--- src/rtl/seq_gen_pkg.sv ---
// Shared constants for the serial pattern generator: FSM encoding and parameter defaults.
package seq_gen_pkg;

    localparam logic [1:0] IDLE   = 2'd0;
    localparam logic [1:0] SHIFT  = 2'd1;
    localparam logic [1:0] GAP    = 2'd2;
    localparam logic [1:0] FINISH = 2'd3;

    localparam int PAT_W_DEF = 8;
    localparam int CNT_W_DEF = 4;

endpackage

--- src/rtl/seq_gen_shreg.sv ---
// Pattern register and MSB-first bit index for seq_gen; the index wraps to the latched
// length after bit 0 so back-to-back repetitions need no extra load cycle.
module seq_gen_shreg
    import seq_gen_pkg::*;
#(
    parameter int PAT_W = PAT_W_DEF
) (
    input  logic                     clk,
    input  logic                     rst_n,
    input  logic                     load,
    input  logic                     step,
    input  logic [PAT_W-1:0]         pattern,
    input  logic [$clog2(PAT_W)-1:0] len_m1,
    output logic                     cur_bit,
    output logic                     last_bit
);

    localparam int IDX_W = $clog2(PAT_W);

    logic [PAT_W-1:0] pat_q;
    logic [IDX_W-1:0] len_q;
    logic [IDX_W-1:0] idx;

    always_ff @(posedge clk or negedge rst_n) begin
        if (!rst_n) begin
            pat_q <= '0;
            len_q <= '0;
            idx   <= '0;
        end else if (load) begin
            pat_q <= pattern;
            len_q <= len_m1;
            idx   <= len_m1;
        end else if (step) begin
            idx <= (idx == '0) ? len_q : idx - IDX_W'(1);
        end
    end

    assign cur_bit  = pat_q[idx];
    assign last_bit = (idx == '0);

endmodule

--- src/rtl/seq_gen.sv ---
// Serial pattern generator: shifts a latched pattern out MSB-first, repeated rep_m1+1 times.
// Define SEQ_GEN_GAP_EN to add the gap_len port and idle cycles between repetitions.
module seq_gen
    import seq_gen_pkg::*;
#(
    parameter int PAT_W = PAT_W_DEF,
    parameter int CNT_W = CNT_W_DEF
) (
    input  logic                     clk,
    input  logic                     rst_n,
    input  logic                     start,
    input  logic [PAT_W-1:0]         pattern,
    input  logic [$clog2(PAT_W)-1:0] len_m1,
    input  logic [CNT_W-1:0]         rep_m1,
`ifdef SEQ_GEN_GAP_EN
    input  logic [3:0]               gap_len,
`endif
    output logic                     seq_out,
    output logic                     seq_valid,
    output logic                     busy,
    output logic                     done,
    output logic [1:0]               state_out
);

    logic [1:0]       state;
    logic [1:0]       state_nx;
    logic [CNT_W-1:0] rep_q;
    logic             load;
    logic             step;
    logic             cur_bit;
    logic             last_bit;
`ifdef SEQ_GEN_GAP_EN
    logic [3:0]       gap_q;
    logic [3:0]       gap_cnt;
`endif

    assign load = (state == IDLE) && start;
    assign step = (state == SHIFT);

    seq_gen_shreg #(
        .PAT_W (PAT_W)
    ) u_shreg (
        .clk      (clk),
        .rst_n    (rst_n),
        .load     (load),
        .step     (step),
        .pattern  (pattern),
        .len_m1   (len_m1),
        .cur_bit  (cur_bit),
        .last_bit (last_bit)
    );

    always_comb begin
        state_nx = state;
        case (state)
            IDLE:   if (start) state_nx = SHIFT;
            SHIFT: begin
                if (last_bit) begin
                    if (rep_q == '0) begin
                        state_nx = FINISH;
`ifdef SEQ_GEN_GAP_EN
                    end else if (gap_q != 4'd0) begin
                        state_nx = GAP;
`endif
                    end else begin
                        state_nx = SHIFT;
                    end
                end
            end
`ifdef SEQ_GEN_GAP_EN
            // gap_cnt is loaded with gap_q on entry, so GAP lasts exactly gap_q cycles
            GAP:    if (gap_cnt <= 4'd1) state_nx = SHIFT;
`else
            GAP:    state_nx = IDLE;
`endif
            FINISH: state_nx = IDLE;
            default: state_nx = IDLE;
        endcase
    end

    always_ff @(posedge clk or negedge rst_n) begin
        if (!rst_n) begin
            state <= IDLE;
            rep_q <= '0;
        end else begin
            state <= state_nx;
            if (load) begin
                rep_q <= rep_m1;
            end else if (step && last_bit && rep_q != '0) begin
                rep_q <= rep_q - CNT_W'(1);
            end
        end
    end

`ifdef SEQ_GEN_GAP_EN
    always_ff @(posedge clk or negedge rst_n) begin
        if (!rst_n) begin
            gap_q   <= '0;
            gap_cnt <= '0;
        end else begin
            if (load) begin
                gap_q <= gap_len;
            end
            if (state == SHIFT && state_nx == GAP) begin
                gap_cnt <= gap_q;
            end else if (state == GAP) begin
                gap_cnt <= gap_cnt - 4'd1;
            end
        end
    end
`endif

    // Outputs are registered decodes of the current state, one cycle behind it
    always_ff @(posedge clk or negedge rst_n) begin
        if (!rst_n) begin
            seq_out   <= 1'b0;
            seq_valid <= 1'b0;
            busy      <= 1'b0;
            done      <= 1'b0;
        end else begin
            seq_out   <= (state == SHIFT) && cur_bit;
            seq_valid <= (state == SHIFT);
            busy      <= (state != IDLE);
            done      <= (state == FINISH);
        end
    end

    assign state_out = state;

endmodule

--- config.mk ---
export PLATFORM = sky130hd
export DESIGN_NAME = seq_gen
export DESIGN_NICKNAME = d
export VERILOG_FILES = /design/src/rtl/seq_gen_pkg.sv /design/src/rtl/seq_gen_shreg.sv /design/src/rtl/seq_gen.sv
export SDC_FILE = /design/constraint.sdc
export NUM_CORES = 1
export LEC_CHECK = 0
export ABC_AREA = 1
export CAP_MARGIN = 20
export CELL_PAD_IN_SITES_DETAIL_PLACEMENT = 0
export CELL_PAD_IN_SITES_GLOBAL_PLACEMENT = 1
export CORE_MARGIN = 10
export CORE_UTILIZATION = 44
export CTS_BUF_LIST = sky130_fd_sc_hd__clkbuf_16
export DETAILED_ROUTE_END_ITERATION = 10
export DONT_BUFFER_PORTS = 1
export MAX_ROUTING_LAYER = met4
export PLACE_DENSITY = 0.8
export SYNTH_ARGS = -nofsm -noshare
export SYNTH_HDL_FRONTEND = slang
export SYNTH_HIERARCHICAL = 1
export SYNTH_SLANG_ARGS = --single-unit
--- constraint.sdc ---
create_clock -name clk -period 1.6 [get_ports clk]
set_clock_uncertainty 0.05 [all_clocks]
set_input_delay 0.16 -clock clk [delete_from_list [all_inputs] [get_ports clk]]
set_output_delay 0.16 -clock clk [all_outputs]
set_load 0.01 [all_outputs]
== Word-level counts from Yosys, hierarchy flattened ==
Cells that the tools add are included.
Storage, ports and cells
  register bits: 24
  logic and storage cells: 41
Operators by class
  add/sub/neg operators: 2
  order comparisons: 1
  equality and inequality tests: 5
  muxes and demuxes: 11
  reduce and logical (&&, ||, !) cells: 13
Operators with widths (count)
  $mux W3: 3
  $mux W4: 2
  $mux W2: 3
  $pmux W2 S3: 1
  $reduce_bool A2 Y1: 3
  $eq A2 B2 Y1 const B: 2
  $logic_and A1 B1 Y1: 4
  $logic_not A4 Y1: 1
  $lt A3 B4 Y1 const B: 1
  $reduce_bool A4 Y1: 1
  $sub A4 B1 Y4 const B: 1
  $bmux W1 S3: 1
  $logic_not A3 Y1: 1
  $sub A3 B1 Y3 const B: 1
  $eq A2 B1 Y1 const B: 1
  $logic_not A2 Y1: 1
  $ne A2 B1 Y1 const B: 1
  $ne A2 B2 Y1 const B: 1
  $reduce_and A2 Y1: 1
  $reduce_or A2 Y1: 1
  $mux W1: 1

== Longest topological paths before layout ==
  word-level depth: 5
  depth in mapped cells: 10
  mapped depth without buffers: 10

== Hierarchy ==
The synthesis kept the hierarchy.
Modules (own cells, without submodules)
  seq_gen_shreg: instances 1, cells each 92, area an instance 708.2 um2
  seq_gen: instances 1, cells each 62, area an instance 509.2 um2

== Worst setup path after synthesis ==
OpenSTA, ideal clock, no wires.
  path type: reg2reg
  start point: reg u_shreg.idx[0]
  end point: reg rep_q[3]
  library setup time: 117 ps
  data arrival time: 1189 ps
  data required time: 1433 ps
  setup slack: 243 ps
  stages on the path, launching flop included: 11
  buffers on the path: 0
  clock period less this slack: 1357 ps
  cell sequence: dfrtp_1 -> inv_2 -> ha_1 -> nand2_2 -> inv_1 -> inv_1 -> nor2_2 -> nand2_2 -> nand2_4 -> nand3_1 -> nand2_1
On the way
  cells in the longest elaborated chain, start to end: 4
Ends and longest elaborated chain
  from (decl): RTL line seq_gen_shreg.sv:22  | logic [IDX_W-1:0] idx;
  from (signal assigned): RTL line seq_gen_shreg.sv:32  | idx <= len_m1;
  from (signal assigned): RTL line seq_gen_shreg.sv:34  | idx <= (idx == '0) ? len_q : idx - IDX_W'(1);
  $logic_not A3 Y1: RTL line seq_gen_shreg.sv:39  | assign last_bit = (idx == '0);
  net last_bit: RTL line seq_gen.sv:31  | logic last_bit;
  $logic_and A1 B1 Y1 (2 in a row): RTL line seq_gen.sv:89  | end else if (step && last_bit && rep_q != '0) begin
  $reduce_bool A2 Y1 (no line)
  to (signal assigned): RTL line seq_gen.sv:88  | rep_q <= rep_m1;
  to (signal assigned): RTL line seq_gen.sv:90  | rep_q <= rep_q - CNT_W'(1);
  to (decl): RTL line seq_gen.sv:27  | logic [CNT_W-1:0] rep_q;
The timed path passes the listed nets, and every way through them passes these cells.
A chain may end at the register's enable or synchronous reset.

== Final worst setup path ==
  start point: reg u_shreg.idx[1]
  end point: reg rep_q[1]
The elaborated chain is that of the path after synthesis.

==> flow_metrics.py <==
metrics = {
    "outcome": {
        "status": "finished with violations",
        "violations": "hold timing",
    },
    "final_layout": {
        "drive_above_1_share_pct": 13.9,
        "final_cell_mix": "nand2_1 (55), dfrtp_1 (23), inv_1 (21)",
        "antenna_cells": 0,
        "final_common_cell": "nand2_1",
        "area_growth_pct": 22.3,
        "fillCellCount": 268,
        "finalNetCount": 196,
    },
    "pwr": {
        "power.internal_mw": 1.75,
        "total_power_mw": 2.90,
        "seqPwrFrac_pct": 37.2,
        "leakage_nw": 0.775,
        "power_frac_comb_pct": 44.2,
        "swShare_pct": 39.7,
        "switchingPower_mw": 1.15,
        "power_frac_clock_pct": 18.6,
        "irDropWorstVdd_mv": 1.04,
        "p_per_area_nw_per_um2": 1950,
    },
    "grt": {
        "grt_pass1_wl_mm": 4.44,
        "antenna_found_initial": 0,
        "grt_max_degree": 25,
        "grt-ovfl-total": 0,
        "grt_use_total_pct": 10.6,
        "first_global_vias": 971,
    },
    "critical_path": {
        "r2r_end": "rep_q[1]",
        "cp_top_family": "simple AND/OR/NAND/NOR gates",
        "path_max_fanout": 6,
        "worstPathCellList": "inv_2 -> ha_1 -> nand2_2 -> inv_1 -> inv_1 -> nor2_2 -> nand2_2 -> nand2_4 -> nand2_1 -> o21ai_1",
        "rr_worst_depth": 10,
        "slowest_delay_ns": 0.42,
        "cp.required_ns": 1.73,
        "path_class": "flip-flop to flip-flop",
        "worstSetupStartpointType": "flip-flop",
        "slowest_stage": "dfrtp_1",
        "crit_path_end_kind": "flip-flop",
        "r2r_setup_slack_ns": 0.15,
        "cp_num_buf_inv": 3,
        "worstReg2RegStart": "u_shreg/idx[1]",
        "crit_arrival_ns": 1.59,
    },
    "timing": {
        "setup_viol": 0,
        "hold_slack_ns": -0.00545,
        "rsz0062_at_grt": "yes",
        "hold_viol_final": 1,
        "maxSlewHeadroom_pct": 69.0,
        "timing.fmax_ghz": 0.688,
        "maxSlewViolCount": 0,
        "finalSetupTns_ns": 0,
        "worst_slew_pin_slew_ns": 0.464,
        "layout_min_cycle_time_ns": 1.45,
        "period_share_pct": 90.9,
    },
    "synth": {
        "syn_inst": 154,
        "ys_ff_latch": 24,
        "syn_area_sq_um": 1220,
        "yosysSeqAreaShare_pct": 49.3,
        "synth_top_area_cell": "dfrtp_1",
        "synth.distinct_cells": 21,
        "yosys_warnings": 6,
        "avgSynthCellArea_sq_um": 7.91,
        "synth_top_cell_area_share_pct": 49.3,
        "synth_area_leaders": "dfrtp_1 (49%), nand2_1 (17%), inv_1 (6.8%), o21ai_0 (4.5%), ha_1 (4.1%)",
        "syn_nets": 176,
    },
    "drt": {
        "vias": 971,
        "routedWlPerCell_microns": 12.1,
        "wirelength_mm": 2.46,
        "dr.pass1.iters": 4,
        "routed_via_density": 4.76,
        "drc": 0,
        "postRouteAntennaNets": 0,
        "drtIter0Drc": 31,
    },
    "clock_network": {
        "cts.sinks": 24,
        "worstSkewPairLatency_ns": 0.26,
        "clockBufferDepth": 2,
        "cts_tree": "yes",
        "root_buffer": "clkbuf_16",
        "htree_levels": 1,
        "clkTransAtPathRegs_ns": 0.06,
        "numCtsBuffers": 3,
    },
    "min_path": {
        "whs_path_depth": 2,
        "min_path_type": "primary input to flip-flop",
        "hold_end": "u_shreg/pat_q[6]",
        "worstHoldStart": "pattern[6]",
    },
    "die": {
        "coreArea_sq_um": 2710,
        "num_rows": 19,
        "io_pins": 24,
        "die_height_microns": 72.6,
        "dieArea_sq_um": 5270,
        "start_util_pct": 44.9,
        "die_w_microns": 72.6,
    },
    "placed_design": {
        "io_buffers": 0,
        "routabilityCongestion": 0.770,
        "hpwl_mm": 1.87,
    },
    "job": {
        "drv_cap": 0,
    },
}
==> worst max-delay path by stage <==
stage,from,end,slack [ns],cells after the start
floorplan,u_shreg/idx[0],rep_q[3],0.24,10
CTS,u_shreg/idx[0],rep_q[0],0.02,10
finish,u_shreg/idx[1],rep_q[1],0.15,10
detailed placement,u_shreg/idx[0],rep_q[3],0.03,10
global placement,u_shreg/idx[0],rep_q[0],0.04,10
global route,u_shreg/idx[1],rep_q[0],-0.003,10
==> area by class of cell <==
class / count / area [sq um] / share of cell area, %
Clock buffer: 3 / 75.1 / 5.04
Clock inverter: 1 / 3.75 / 0.252
Multi-Input combinational cell: 102 / 505 / 33.9
Sequential cell: 24 / 602 / 40.4
Timing Repair Buffer: 17 / 160 / 10.8
Tap cell: 31 / 38.8 / 2.61
Inverter: 26 / 104 / 6.97
==> worst register-to-register path: stages, from the launching register on <==
cell and delay (ns):
dfrtp_1 0.42, inv_2 0.10, ha_1 0.16, nand2_2 0.09
inv_1 0.09, inv_1 0.06, nor2_2 0.11, nand2_2 0.09
nand2_4 0.09, nand2_1 0.05, o21ai_1 0.07
==> Yosys cell counts, drive strengths merged <==
| master | count |
|---|---|
| clkinv | 1 |
| nand2 | 59 |
| a21boi | 3 |
| dfrtp | 24 |
| or2 | 2 |
| inv | 25 |
| nor2 | 6 |
| o21ai | 15 |
| buf | 2 |
| xnor2 | 1 |
| nor3 | 1 |
| ha | 4 |
| nand3 | 11 |
==> registers in the layout (all words and copies together) (netlist names) <==
name	count
busy	1
done	1
rep_q	4
seq_out	1
seq_valid	1
state_out	2
u_shreg/idx	3
u_shreg/len_q	3
u_shreg/pat_q	8
==> metrics by stage <==
| step | setup WS, ns | utilization, % | instance area [sq um] | std cells |
|---|---|---|---|---|
| global placement | 0.0357 | 46.7 | 1270 | 186 |
| CTS | 0.0246 | 53.3 | 1450 | 200 |
| floorplan | 0.243 | - | 1220 | 154 |
| finish | 0.146 | 54.9 | 1490 | 204 |
| detailed placement | 0.0323 | 46.7 | 1270 | 186 |
| global route | -0.00310 | 54.9 | 1490 | 204 |
==> cell families (layout without fill, tap and decap cells) <==
kind of cell    Yosys count  in the layout  synth area share, %
xor+xnor                  1              1                0.720
buf+inv                  28             47                 9.15
flops                    24             24                 49.3
simple gates             79             79                 28.7
compound gates           18             18                 8.02
fa+ha+maj                 4              4                 4.11
==> per-layer routing <==
layer	part of all wire, %	vias to the layer above	global-route usage [%]
met3	7.5	4	3.27
li1	-	513	-
met1	48	426	13.5
met5	0	-	-
met4	1.9	0	5.27
met2	43	28	14.9
==> power groups by stage <==
stage	combinational (mW)	sequential [mW]	clock, mW
3_3_place_gp	1.17	1.09	0
3_5_place_dp	1.19	1.09	0
5_1_grt	1.53	1.11	0.574
4_1_cts	1.23	1.08	0.553
6_report	1.28	1.08	0.540
2_1_floorplan	0.979	1.04	0
==> what timing repair did <==
action | 4_1_cts | 5_1_grt
resized for setup | 0 | 4
endpoints found under the setup margin | 0 | 5
hold buffers | 10 | 0
hold endpoints to repair | 33 | 0
buffers inserted | 0 | 3
Power figures use the tool's default switching activity.
